**src/rtl/spmv_csr_engine_pkg.sv**
```systemverilog
// Shared types and sizing helpers for the CSR sparse matrix-vector engine.
// Latency: n/a (package only).
// Backpressure: n/a (package only).
package spmv_pkg;

    localparam int DEF_DATA_W  = 16;
    localparam int DEF_N_ROWS  = 16;
    localparam int DEF_VEC_LEN = 16;
    localparam int DEF_NNZ_MAX = 256;
    localparam int DEF_ACC_W   = 40;
    localparam int DEF_OUT_W   = 16;

    // Bits needed to index n distinct items.
    function automatic int idx_w(input int n);
        return $clog2(n);
    endfunction

    // Bits needed to hold the values 0..n inclusive (pointers and bounds).
    function automatic int cnt_w(input int n);
        return $clog2(n + 1);
    endfunction

    typedef enum logic [3:0] {
        ST_IDLE,
        ST_LO,
        ST_HI,
        ST_CHK,
        ST_NZ,
        ST_XR,
        ST_MAC,
        ST_WR,
        ST_DONE
    } state_t;

endpackage

```
**src/rtl/spmv_csr_engine_if.sv**
```systemverilog
// SRAM-side bus of the engine: row_ptr, nonzero and x read ports plus y write port.
// Latency: every read returns its data the cycle after the strobe.
// Backpressure: none; the memories are always ready.
interface spmv_csr_engine_if #(
    parameter int DATA_W  = spmv_pkg::DEF_DATA_W,
    parameter int N_ROWS  = spmv_pkg::DEF_N_ROWS,
    parameter int VEC_LEN = spmv_pkg::DEF_VEC_LEN,
    parameter int NNZ_MAX = spmv_pkg::DEF_NNZ_MAX,
    parameter int OUT_W   = spmv_pkg::DEF_OUT_W
);
    localparam int RA_W  = spmv_pkg::cnt_w(N_ROWS);
    localparam int RP_W  = spmv_pkg::cnt_w(NNZ_MAX);
    localparam int NZA_W = spmv_pkg::idx_w(NNZ_MAX);
    localparam int CI_W  = spmv_pkg::idx_w(VEC_LEN);
    localparam int YA_W  = spmv_pkg::idx_w(N_ROWS);

    logic              o_rp_rd;
    logic [RA_W-1:0]   o_rp_addr;
    logic [RP_W-1:0]   i_rp_data;
    logic              o_nz_rd;
    logic [NZA_W-1:0]  o_nz_addr;
    logic [DATA_W-1:0] i_val;
    logic [CI_W-1:0]   i_col;
    logic              o_x_rd;
    logic [CI_W-1:0]   o_x_addr;
    logic [DATA_W-1:0] i_x;
    logic              o_y_we;
    logic [YA_W-1:0]   o_y_addr;
    logic [OUT_W-1:0]  o_y_data;

    modport master (
        output o_rp_rd, o_rp_addr, o_nz_rd, o_nz_addr, o_x_rd, o_x_addr,
               o_y_we, o_y_addr, o_y_data,
        input  i_rp_data, i_val, i_col, i_x
    );

    modport slave (
        input  o_rp_rd, o_rp_addr, o_nz_rd, o_nz_addr, o_x_rd, o_x_addr,
               o_y_we, o_y_addr, o_y_data,
        output i_rp_data, i_val, i_col, i_x
    );
endinterface

```
**src/rtl/spmv_csr_engine_mac.sv**
```systemverilog
// Signed multiply-accumulate with result narrowing; saturating when SPMV_SAT_EN is defined.
// Latency: accumulator updates one cycle after i_en; o_y_next is the narrowed next-cycle value.
// Backpressure: none; i_clr has priority over i_en.
module spmv_mac #(
    parameter int DATA_W = spmv_pkg::DEF_DATA_W,
    parameter int ACC_W  = spmv_pkg::DEF_ACC_W,
    parameter int OUT_W  = spmv_pkg::DEF_OUT_W
) (
    input  logic              i_clk,
    input  logic              i_rstn,
    input  logic              i_clr,
    input  logic              i_en,
    input  logic [DATA_W-1:0] i_a,
    input  logic [DATA_W-1:0] i_b,
    output logic [OUT_W-1:0]  o_y_next
);
    localparam int PROD_W = 2 * DATA_W;

    logic signed [PROD_W-1:0] prod;
    logic signed [ACC_W-1:0]  acc_sum;
    logic signed [ACC_W-1:0]  acc_d;
    logic signed [ACC_W-1:0]  acc_q;

`ifdef SPMV_SAT_EN
    localparam logic signed [ACC_W-1:0] ACC_MAX = {1'b0, {(ACC_W-1){1'b1}}};
    localparam logic signed [ACC_W-1:0] Y_MAX   = ACC_W'((2 ** (OUT_W - 1)) - 1);
    logic signed [ACC_W:0] sum;
`else
    logic signed [ACC_W-1:0] sum;
`endif

    // Product, accumulate (wrapping or saturating) and narrow the value the accumulator is about to hold.
    always_comb begin
        prod = $signed(i_a) * $signed(i_b);
`ifdef SPMV_SAT_EN
        sum = (ACC_W+1)'(acc_q) + (ACC_W+1)'(prod);
        // One extra sign bit disagreeing with the top result bit means the signed range was left.
        if (sum[ACC_W] != sum[ACC_W-1]) begin
            acc_sum = sum[ACC_W] ? ~ACC_MAX : ACC_MAX;
        end else begin
            acc_sum = sum[ACC_W-1:0];
        end
`else
        sum     = acc_q + ACC_W'(prod);
        acc_sum = sum;
`endif
        acc_d = acc_q;
        if (i_clr) begin
            acc_d = '0;
        end else if (i_en) begin
            acc_d = acc_sum;
        end
`ifdef SPMV_SAT_EN
        if (acc_d > Y_MAX) begin
            o_y_next = Y_MAX[OUT_W-1:0];
        end else if (acc_d < ~Y_MAX) begin
            o_y_next = ~Y_MAX[OUT_W-1:0];
        end else begin
            o_y_next = acc_d[OUT_W-1:0];
        end
`else
        o_y_next = acc_d[OUT_W-1:0];
`endif
    end

    // Accumulator register.
    always_ff @(posedge i_clk or negedge i_rstn) begin
        if (!i_rstn) begin
            acc_q <= '0;
        end else begin
            acc_q <= acc_d;
        end
    end
endmodule

```
**src/rtl/spmv_csr_engine.sv**
```systemverilog
// CSR sparse matrix times dense vector, one result row written per row; SPMV_SAT_EN selects saturation.
// Latency: 3 cycles per row boundary plus 3 cycles per nonzero, then a one-cycle o_done.
// Backpressure: none; i_start is ignored while o_busy is high, o_err is sticky until the next start.
module spmv_csr_engine
    import spmv_pkg::*;
#(
    parameter int DATA_W  = DEF_DATA_W,
    parameter int N_ROWS  = DEF_N_ROWS,
    parameter int VEC_LEN = DEF_VEC_LEN,
    parameter int NNZ_MAX = DEF_NNZ_MAX,
    parameter int ACC_W   = DEF_ACC_W,
    parameter int OUT_W   = DEF_OUT_W
) (
    input  logic               i_clk,
    input  logic               i_rstn,
    input  logic               i_start,
    output logic               o_busy,
    output logic               o_done,
    output logic               o_err,
    spmv_csr_engine_if.master  mem
);
    localparam int RA_W  = cnt_w(N_ROWS);
    localparam int RP_W  = cnt_w(NNZ_MAX);
    localparam int NZA_W = idx_w(NNZ_MAX);
    localparam int CI_W  = idx_w(VEC_LEN);
    localparam int YA_W  = idx_w(N_ROWS);

    state_t            state_q, state_d;
    logic [RA_W-1:0]   r_q, r_d;
    logic [RP_W-1:0]   k_q, k_d;
    logic [RP_W-1:0]   end_q, end_d;
    logic [DATA_W-1:0] val_q, val_d;
    logic              first_q, first_d;
    logic              err_q, err_d;
    logic              busy_q, busy_d;
    logic              done_q, done_d;
    logic              rp_rd_q, rp_rd_d;
    logic [RA_W-1:0]   rp_addr_q, rp_addr_d;
    logic              nz_rd_q, nz_rd_d;
    logic [NZA_W-1:0]  nz_addr_q, nz_addr_d;
    logic              x_rd_q, x_rd_d;
    logic [CI_W-1:0]   x_addr_q, x_addr_d;
    logic              y_we_q, y_we_d;
    logic [YA_W-1:0]   y_addr_q, y_addr_d;
    logic [OUT_W-1:0]  y_data_q, y_data_d;
    logic              acc_clr, acc_en;
    logic [OUT_W-1:0]  y_next;

    spmv_mac #(
        .DATA_W (DATA_W),
        .ACC_W  (ACC_W),
        .OUT_W  (OUT_W)
    ) u_mac (
        .i_clk    (i_clk),
        .i_rstn   (i_rstn),
        .i_clr    (acc_clr),
        .i_en     (acc_en),
        .i_a      (val_q),
        .i_b      (mem.i_x),
        .o_y_next (y_next)
    );

    // Next state, row/nonzero pointers, and the registered strobes for the state being entered.
    always_comb begin
        state_d   = state_q;
        r_d       = r_q;
        k_d       = k_q;
        end_d     = end_q;
        val_d     = val_q;
        first_d   = first_q;
        err_d     = err_q;
        rp_addr_d = rp_addr_q;
        nz_addr_d = nz_addr_q;
        x_addr_d  = x_addr_q;
        y_addr_d  = y_addr_q;
        y_data_d  = y_data_q;
        acc_clr   = 1'b0;
        acc_en    = 1'b0;

        case (state_q)
            ST_IDLE: begin
                if (i_start) begin
                    state_d = ST_LO;
                    r_d     = '0;
                    err_d   = 1'b0;
                    acc_clr = 1'b1;
                end
            end
            ST_LO: begin
                state_d = ST_HI;
                first_d = 1'b1;
            end
            ST_HI: begin
                // Only the very first HI sees rp[0]; later rows start where the previous one ended.
                if (first_q) begin
                    k_d = mem.i_rp_data;
                end
                first_d = 1'b0;
                state_d = ST_CHK;
            end
            ST_CHK: begin
                if (mem.i_rp_data == k_q) begin
                    end_d   = k_q;
                    state_d = ST_WR;
                end else if (mem.i_rp_data < k_q) begin
                    // Descending row pointer: emit 0 for this row and resume from the current k.
                    err_d   = 1'b1;
                    end_d   = k_q;
                    state_d = ST_WR;
                end else begin
                    end_d   = mem.i_rp_data;
                    state_d = ST_NZ;
                end
            end
            ST_NZ: begin
                state_d = ST_XR;
            end
            ST_XR: begin
                val_d    = mem.i_val;
                x_addr_d = mem.i_col;
                state_d  = ST_MAC;
            end
            ST_MAC: begin
                acc_en  = 1'b1;
                k_d     = k_q + RP_W'(1);
                state_d = (k_d == end_q) ? ST_WR : ST_NZ;
            end
            ST_WR: begin
                acc_clr = 1'b1;
                r_d     = r_q + RA_W'(1);
                state_d = (r_q == RA_W'(N_ROWS - 1)) ? ST_DONE : ST_HI;
            end
            ST_DONE: begin
                state_d = ST_IDLE;
            end
            default: begin
                state_d = ST_IDLE;
            end
        endcase

        rp_rd_d = (state_d == ST_LO) || (state_d == ST_HI);
        nz_rd_d = (state_d == ST_NZ);
        x_rd_d  = (state_d == ST_XR);
        y_we_d  = (state_d == ST_WR);
        done_d  = (state_d == ST_DONE);
        busy_d  = (state_d != ST_IDLE);
        if (state_d == ST_LO) begin
            rp_addr_d = '0;
        end
        if (state_d == ST_HI) begin
            rp_addr_d = r_d + RA_W'(1);
        end
        if (state_d == ST_NZ) begin
            nz_addr_d = k_d[NZA_W-1:0];
        end
        if (state_d == ST_WR) begin
            y_addr_d = r_d[YA_W-1:0];
            y_data_d = y_next;
        end
    end

    // State and output registers; reset lands in IDLE with every strobe low and nothing written.
    always_ff @(posedge i_clk or negedge i_rstn) begin
        if (!i_rstn) begin
            state_q   <= ST_IDLE;
            r_q       <= '0;
            k_q       <= '0;
            end_q     <= '0;
            val_q     <= '0;
            first_q   <= 1'b0;
            err_q     <= 1'b0;
            busy_q    <= 1'b0;
            done_q    <= 1'b0;
            rp_rd_q   <= 1'b0;
            rp_addr_q <= '0;
            nz_rd_q   <= 1'b0;
            nz_addr_q <= '0;
            x_rd_q    <= 1'b0;
            x_addr_q  <= '0;
            y_we_q    <= 1'b0;
            y_addr_q  <= '0;
            y_data_q  <= '0;
        end else begin
            state_q   <= state_d;
            r_q       <= r_d;
            k_q       <= k_d;
            end_q     <= end_d;
            val_q     <= val_d;
            first_q   <= first_d;
            err_q     <= err_d;
            busy_q    <= busy_d;
            done_q    <= done_d;
            rp_rd_q   <= rp_rd_d;
            rp_addr_q <= rp_addr_d;
            nz_rd_q   <= nz_rd_d;
            nz_addr_q <= nz_addr_d;
            x_rd_q    <= x_rd_d;
            x_addr_q  <= x_addr_d;
            y_we_q    <= y_we_d;
            y_addr_q  <= y_addr_d;
            y_data_q  <= y_data_d;
        end
    end

    assign o_busy        = busy_q;
    assign o_done        = done_q;
    assign o_err         = err_q;
    assign mem.o_rp_rd   = rp_rd_q;
    assign mem.o_rp_addr = rp_addr_q;
    assign mem.o_nz_rd   = nz_rd_q;
    assign mem.o_nz_addr = nz_addr_q;
    assign mem.o_x_rd    = x_rd_q;
    // The column index only arrives during XR, so the x address bypasses its register in that state.
    assign mem.o_x_addr  = (state_q == ST_XR) ? mem.i_col : x_addr_q;
    assign mem.o_y_we    = y_we_q;
    assign mem.o_y_addr  = y_addr_q;
    assign mem.o_y_data  = y_data_q;
endmodule

```
**src/flat_wrapper.sv**
```systemverilog
// flat-port wrapper written by rule: the top's interface ports become plain ports
module spmv_csr_engine_flat import spmv_pkg::*;
#(
    parameter int DATA_W  = DEF_DATA_W,
    parameter int N_ROWS  = DEF_N_ROWS,
    parameter int VEC_LEN = DEF_VEC_LEN,
    parameter int NNZ_MAX = DEF_NNZ_MAX,
    parameter int ACC_W   = DEF_ACC_W,
    parameter int OUT_W   = DEF_OUT_W
)
  (i_clk, i_rstn, i_start, o_busy, o_done, o_err, mem_o_rp_rd, mem_o_rp_addr, mem_o_nz_rd, mem_o_nz_addr, mem_o_x_rd, mem_o_x_addr, mem_o_y_we, mem_o_y_addr, mem_o_y_data, mem_i_rp_data, mem_i_val, mem_i_col, mem_i_x);
  spmv_csr_engine_if #(.DATA_W(DATA_W), .N_ROWS(N_ROWS), .VEC_LEN(VEC_LEN), .NNZ_MAX(NNZ_MAX), .OUT_W(OUT_W)) mem_i ();
  input  logic i_clk;
  input  logic i_rstn;
  input  logic i_start;
  output logic o_busy;
  output logic o_done;
  output logic o_err;
  output wire logic [$bits(mem_i.o_rp_rd)-1:0] mem_o_rp_rd;
  output wire logic [$bits(mem_i.o_rp_addr)-1:0] mem_o_rp_addr;
  output wire logic [$bits(mem_i.o_nz_rd)-1:0] mem_o_nz_rd;
  output wire logic [$bits(mem_i.o_nz_addr)-1:0] mem_o_nz_addr;
  output wire logic [$bits(mem_i.o_x_rd)-1:0] mem_o_x_rd;
  output wire logic [$bits(mem_i.o_x_addr)-1:0] mem_o_x_addr;
  output wire logic [$bits(mem_i.o_y_we)-1:0] mem_o_y_we;
  output wire logic [$bits(mem_i.o_y_addr)-1:0] mem_o_y_addr;
  output wire logic [$bits(mem_i.o_y_data)-1:0] mem_o_y_data;
  input wire logic [$bits(mem_i.i_rp_data)-1:0] mem_i_rp_data;
  input wire logic [$bits(mem_i.i_val)-1:0] mem_i_val;
  input wire logic [$bits(mem_i.i_col)-1:0] mem_i_col;
  input wire logic [$bits(mem_i.i_x)-1:0] mem_i_x;
  assign mem_o_rp_rd = mem_i.o_rp_rd;
  assign mem_o_rp_addr = mem_i.o_rp_addr;
  assign mem_o_nz_rd = mem_i.o_nz_rd;
  assign mem_o_nz_addr = mem_i.o_nz_addr;
  assign mem_o_x_rd = mem_i.o_x_rd;
  assign mem_o_x_addr = mem_i.o_x_addr;
  assign mem_o_y_we = mem_i.o_y_we;
  assign mem_o_y_addr = mem_i.o_y_addr;
  assign mem_o_y_data = mem_i.o_y_data;
  assign mem_i.i_rp_data = mem_i_rp_data;
  assign mem_i.i_val = mem_i_val;
  assign mem_i.i_col = mem_i_col;
  assign mem_i.i_x = mem_i_x;
  spmv_csr_engine #(.DATA_W(DATA_W), .N_ROWS(N_ROWS), .VEC_LEN(VEC_LEN), .NNZ_MAX(NNZ_MAX), .ACC_W(ACC_W), .OUT_W(OUT_W)) u_core (.i_clk(i_clk), .i_rstn(i_rstn), .i_start(i_start), .o_busy(o_busy), .o_done(o_done), .o_err(o_err), .mem(mem_i));
endmodule
```
**config.mk**
```make
export PLATFORM = sky130hd
export DESIGN_NAME = spmv_csr_engine_flat
export DESIGN_NICKNAME = d
export VERILOG_FILES = /design/src/rtl/spmv_csr_engine_pkg.sv /design/src/rtl/spmv_csr_engine_if.sv /design/src/rtl/spmv_csr_engine_mac.sv /design/src/rtl/spmv_csr_engine.sv /design/src/flat_wrapper.sv
export SDC_FILE = /design/constraint.sdc
export NUM_CORES = 1
export LEC_CHECK = 0
export CAP_MARGIN = 20
export CORE_UTILIZATION = 23
export CTS_CLUSTER_SIZE = 12
export DETAILED_ROUTE_END_ITERATION = 10
export PLACE_DENSITY_LB_ADDON = 0.15
export SLEW_MARGIN = 0
export SYNTH_ARGS = -nofsm -noshare
export SYNTH_HDL_FRONTEND = slang
export SYNTH_SLANG_ARGS = --single-unit
```
**constraint.sdc**
```tcl
create_clock -name i_clk -period 11.1 [get_ports i_clk]
set_clock_uncertainty 0.15 [all_clocks]
set_input_delay 1.665 -clock i_clk [delete_from_list [all_inputs] [get_ports i_clk]]
set_output_delay 1.665 -clock i_clk [all_outputs]
set_load 0.02 [all_outputs]
```
==> impl_metrics.ini <==
[detailed_routing]
via_per_inst = 4.22
drt_iter0_drc = 238
drc = 0
vias = 6734
drtAntennaViolNets = 0
wire_per_inst_um = 16.6
firstDrtPassIters = 4
drt_wl_total_mm = 26.5

[clocking]
cts_made_buffers = 9
ctsHoldBuffers = 0
cts.sinks = 104
cts_root_buf = clkbuf_16
clk_latency_ns = 0.36
cts_tree = done
ctsResizeCount = 0
path_clk_slew_ns = 0.07
cts_setup_buffers = 0
clock_path_buffers = 2
cts_htree_levels = 3

[worst_setup_path]
reg2reg_from = u_core.val_q[4]$_DFFE_PN0P_
critPathTopFamily = adder cells
critPathLaunchType = primary input
crit_chain = clkdlybuf4s50_1, and2_1, fa_1, inv_1, fa_1, fa_1, fa_1, inv_1, fa_1, inv_1, fa_1, inv_1, ha_1, and3_1, a2111oi_0, o21bai_1, xnor2_1, o21ai_1, mux2_2
path_common_cell = fa_1
cp_max_fo = 14
crit_buf_inv = 5
ff2ff_path_depth = 18
required_ns = 11.20
reg2reg_to = u_core.mem.o_y_data[15]$_DFFE_PN0P_
slowest_delay_ns = 0.69
reg2reg_slack_ns = 4.78
crit_type = primary input to flip-flop
worstPathArrival_ns = 7.81
worstSetupEndpointType = flip-flop
slowest_stage = clkdlybuf4s50_1

[synth]
ys_warn_count = 0
synth.area.top_cells = dfrtp_1 (27%), fa_1 (20%), ha_1 (10%), inv_1 (7.5%), and2_1 (6.0%)
synth.distinct_cells = 59
synth_seq_cells = 104
seq_area_frac_synth = 0.273
ys.flop_type = dfrtp_1
synth_edf_count = 0
syn-num-nets = 1209
syn_inst = 989
yosys.area.top_type_share = 0.273
yosysTopAreaCell = dfrtp_1
netlist_area_um2 = 9540
syn_area_per_cell_um2 = 9.65
synthArstFlopShare = 1.00

[min_path]
hold_start = u_core.x_addr_q[0]$_DFF_PN0_
hold_path_depth = 1
min_to = u_core.x_addr_q[0]$_DFF_PN0_
hold_class = flip-flop to flip-flop

[run]
max_cap_viol_count = 0

[floorplanning]
dieArea_um2 = 42300
die_w_um = 206
num_io_pins = 92
die-height_um = 206
fp.coreArea_um2 = 40900
initial_utilization = 0.233
row_count = 74

[placed_design]
gp_congestion = 0.800
placed_cell_area_um2 = 11000
port-buffer-count = 91
dpl.hpwl_mm = 20.6

[global_routing]
first_global_vias = 7197
grt_overflow = 0
track_usage = 0.133
grt_pass1_wl_mm = 42.5
grt_max_degree = 59
antenna_found_initial = 0

[timing]
fin_setup_tns_ns = 0
max_freq_mhz = 130
rsz0062_at_grt = false
fin_crit_ns = 7.72
setup_viol = 0
period_share = 0.695
drv_slew = 0
finalHoldViolCount = 0
slew_headroom = 0.258
max_slew.worst_pin.slew_ns = 1.11

[finish]
final_common_cell = inv_1
n_antenna_cell = 0
syn_to_final_growth_pct = 18.3
layout_common_cells = inv_1 (190), dfrtp_1 (104), fa_1 (93)
finalNetCount = 1282
drive_above_1_share = 0.0770
final_area_um2 = 11300

[status]
status = finished, final reports clean
## synth_stat cells, types with 2 or more instances
| library cell | number |
|---|---|
| a211oi_1 | 3 |
| xor2_1 | 17 |
| nand2b_1 | 4 |
| ha_1 | 79 |
| mux2_4 | 8 |
| mux2_2 | 41 |
| a22oi_1 | 3 |
| buf_2 | 5 |
| o21ai_0 | 38 |
| xnor3_1 | 2 |
| a21oi_1 | 33 |
| o31ai_1 | 4 |
| buf_6 | 2 |
| xnor2_1 | 39 |
| a31oi_1 | 2 |
| inv_2 | 2 |
| and3_1 | 6 |
| and2_1 | 92 |
| nand4_1 | 3 |
| o21a_1 | 7 |
| nor3b_1 | 2 |
| or2_2 | 2 |
| nor3_1 | 5 |
| fa_1 | 93 |
| dfrtp_1 | 104 |
| nor2_1 | 27 |
| inv_1 | 190 |
| o221ai_1 | 3 |
| nand3_1 | 24 |
| nand2_1 | 85 |
| o21bai_1 | 2 |
| mux2i_1 | 8 |
| clkbuf_1 | 26 |
| o21ai_1 | 3 |
## area by class of cell
type	instances	area (µm²)
Timing Repair Buffer	96	946
Clock buffer	10	239
Sequential cell	104	2600
Tap cell	532	666
Fill cell	4430	29600
Clock inverter	4	31.3
Inverter	192	721
Multi-Input combinational cell	659	6080
## sequential cells by signal, indices dropped and copies added (netlist names), 5 cells and up
signal                cells
u_core.u_mac.acc_q       16
u_core.end_q              9
u_core.r_q                5
u_core.val_q             16
u_core.k_q                9
u_core.mem.o_rp_addr      5
u_core.mem.o_y_data      16
u_core.mem.o_nz_addr      8
## kinds of logic (layout without fill, tap and decap cells)
group,count (synthesis),after routing,share of synthesized area
AO/OA/AOI/OAI,112,112,0.0713
XOR/XNOR,58,58,0.0561
adder cells (fa/ha/maj),173,173,0.300
buffers and inverters,226,302,0.0911
flip-flops,104,104,0.273
multiplexers,57,57,0.0694
AND/OR/NAND/NOR,259,259,0.140
## metal layers
| metal | track usage | part of all wire | wire [µm] |
|---|---|---|---|
| met4 | 0.0294 | 0.0091 | 240 |
| met5 | 0 | 0 | 0 |
| met1 | 0.188 | 0.49 | 13000 |
| met3 | 0.0217 | 0.038 | 1010 |
| met2 | 0.211 | 0.46 | 12300 |
## worst reg2reg max path, stage by stage (launching register included)
cell and delay (ns):
dfrtp_1 0.66, and2_1 0.31, fa_1 0.53, inv_1 0.05, fa_1 0.42, fa_1 0.46, fa_1 0.50, inv_1 0.06
fa_1 0.53, inv_1 0.05, fa_1 0.57, inv_1 0.05, ha_1 0.37, and3_1 0.22, a2111oi_0 0.48, o21bai_1 0.16
xnor2_1 0.24, o21ai_1 0.11, mux2_2 0.29
## worst max-delay path by stage
stage | start | slack (ns) | depth (start not counted) | endpoint
2_1_floorplan | mem_i_x[5] | 4.02 | 19 | u_core.mem.o_y_data[14]$_DFFE_PN0P_
3_3_place_gp | mem_i_x[3] | 3.14 | 19 | u_core.mem.o_y_data[14]$_DFFE_PN0P_
3_5_place_dp | mem_i_x[2] | 3.02 | 19 | u_core.mem.o_y_data[15]$_DFFE_PN0P_
4_1_cts | mem_i_x[2] | 3.41 | 19 | u_core.mem.o_y_data[15]$_DFFE_PN0P_
5_1_grt | mem_i_x[1] | 3.12 | 19 | u_core.mem.o_y_data[15]$_DFFE_PN0P_
6_report | mem_i_x[2] | 3.38 | 19 | u_core.mem.o_y_data[15]$_DFFE_PN0P_
## through the flow
stage	instances	util	setup slack, ns	hold WS (ns)
2_1_floorplan	989	-	4.02	0.331
3_3_place_gp	1583	0.269	3.14	0.333
3_5_place_dp	1583	0.269	3.02	0.337
4_1_cts	1597	0.276	3.41	0.357
5_1_grt	1597	0.276	3.12	0.360
6_report	1597	0.276	3.38	0.348
Power is left out: the tool's default activity adds up to more than one toggle a clock period on the data nets, which glitch-free logic cannot reach.
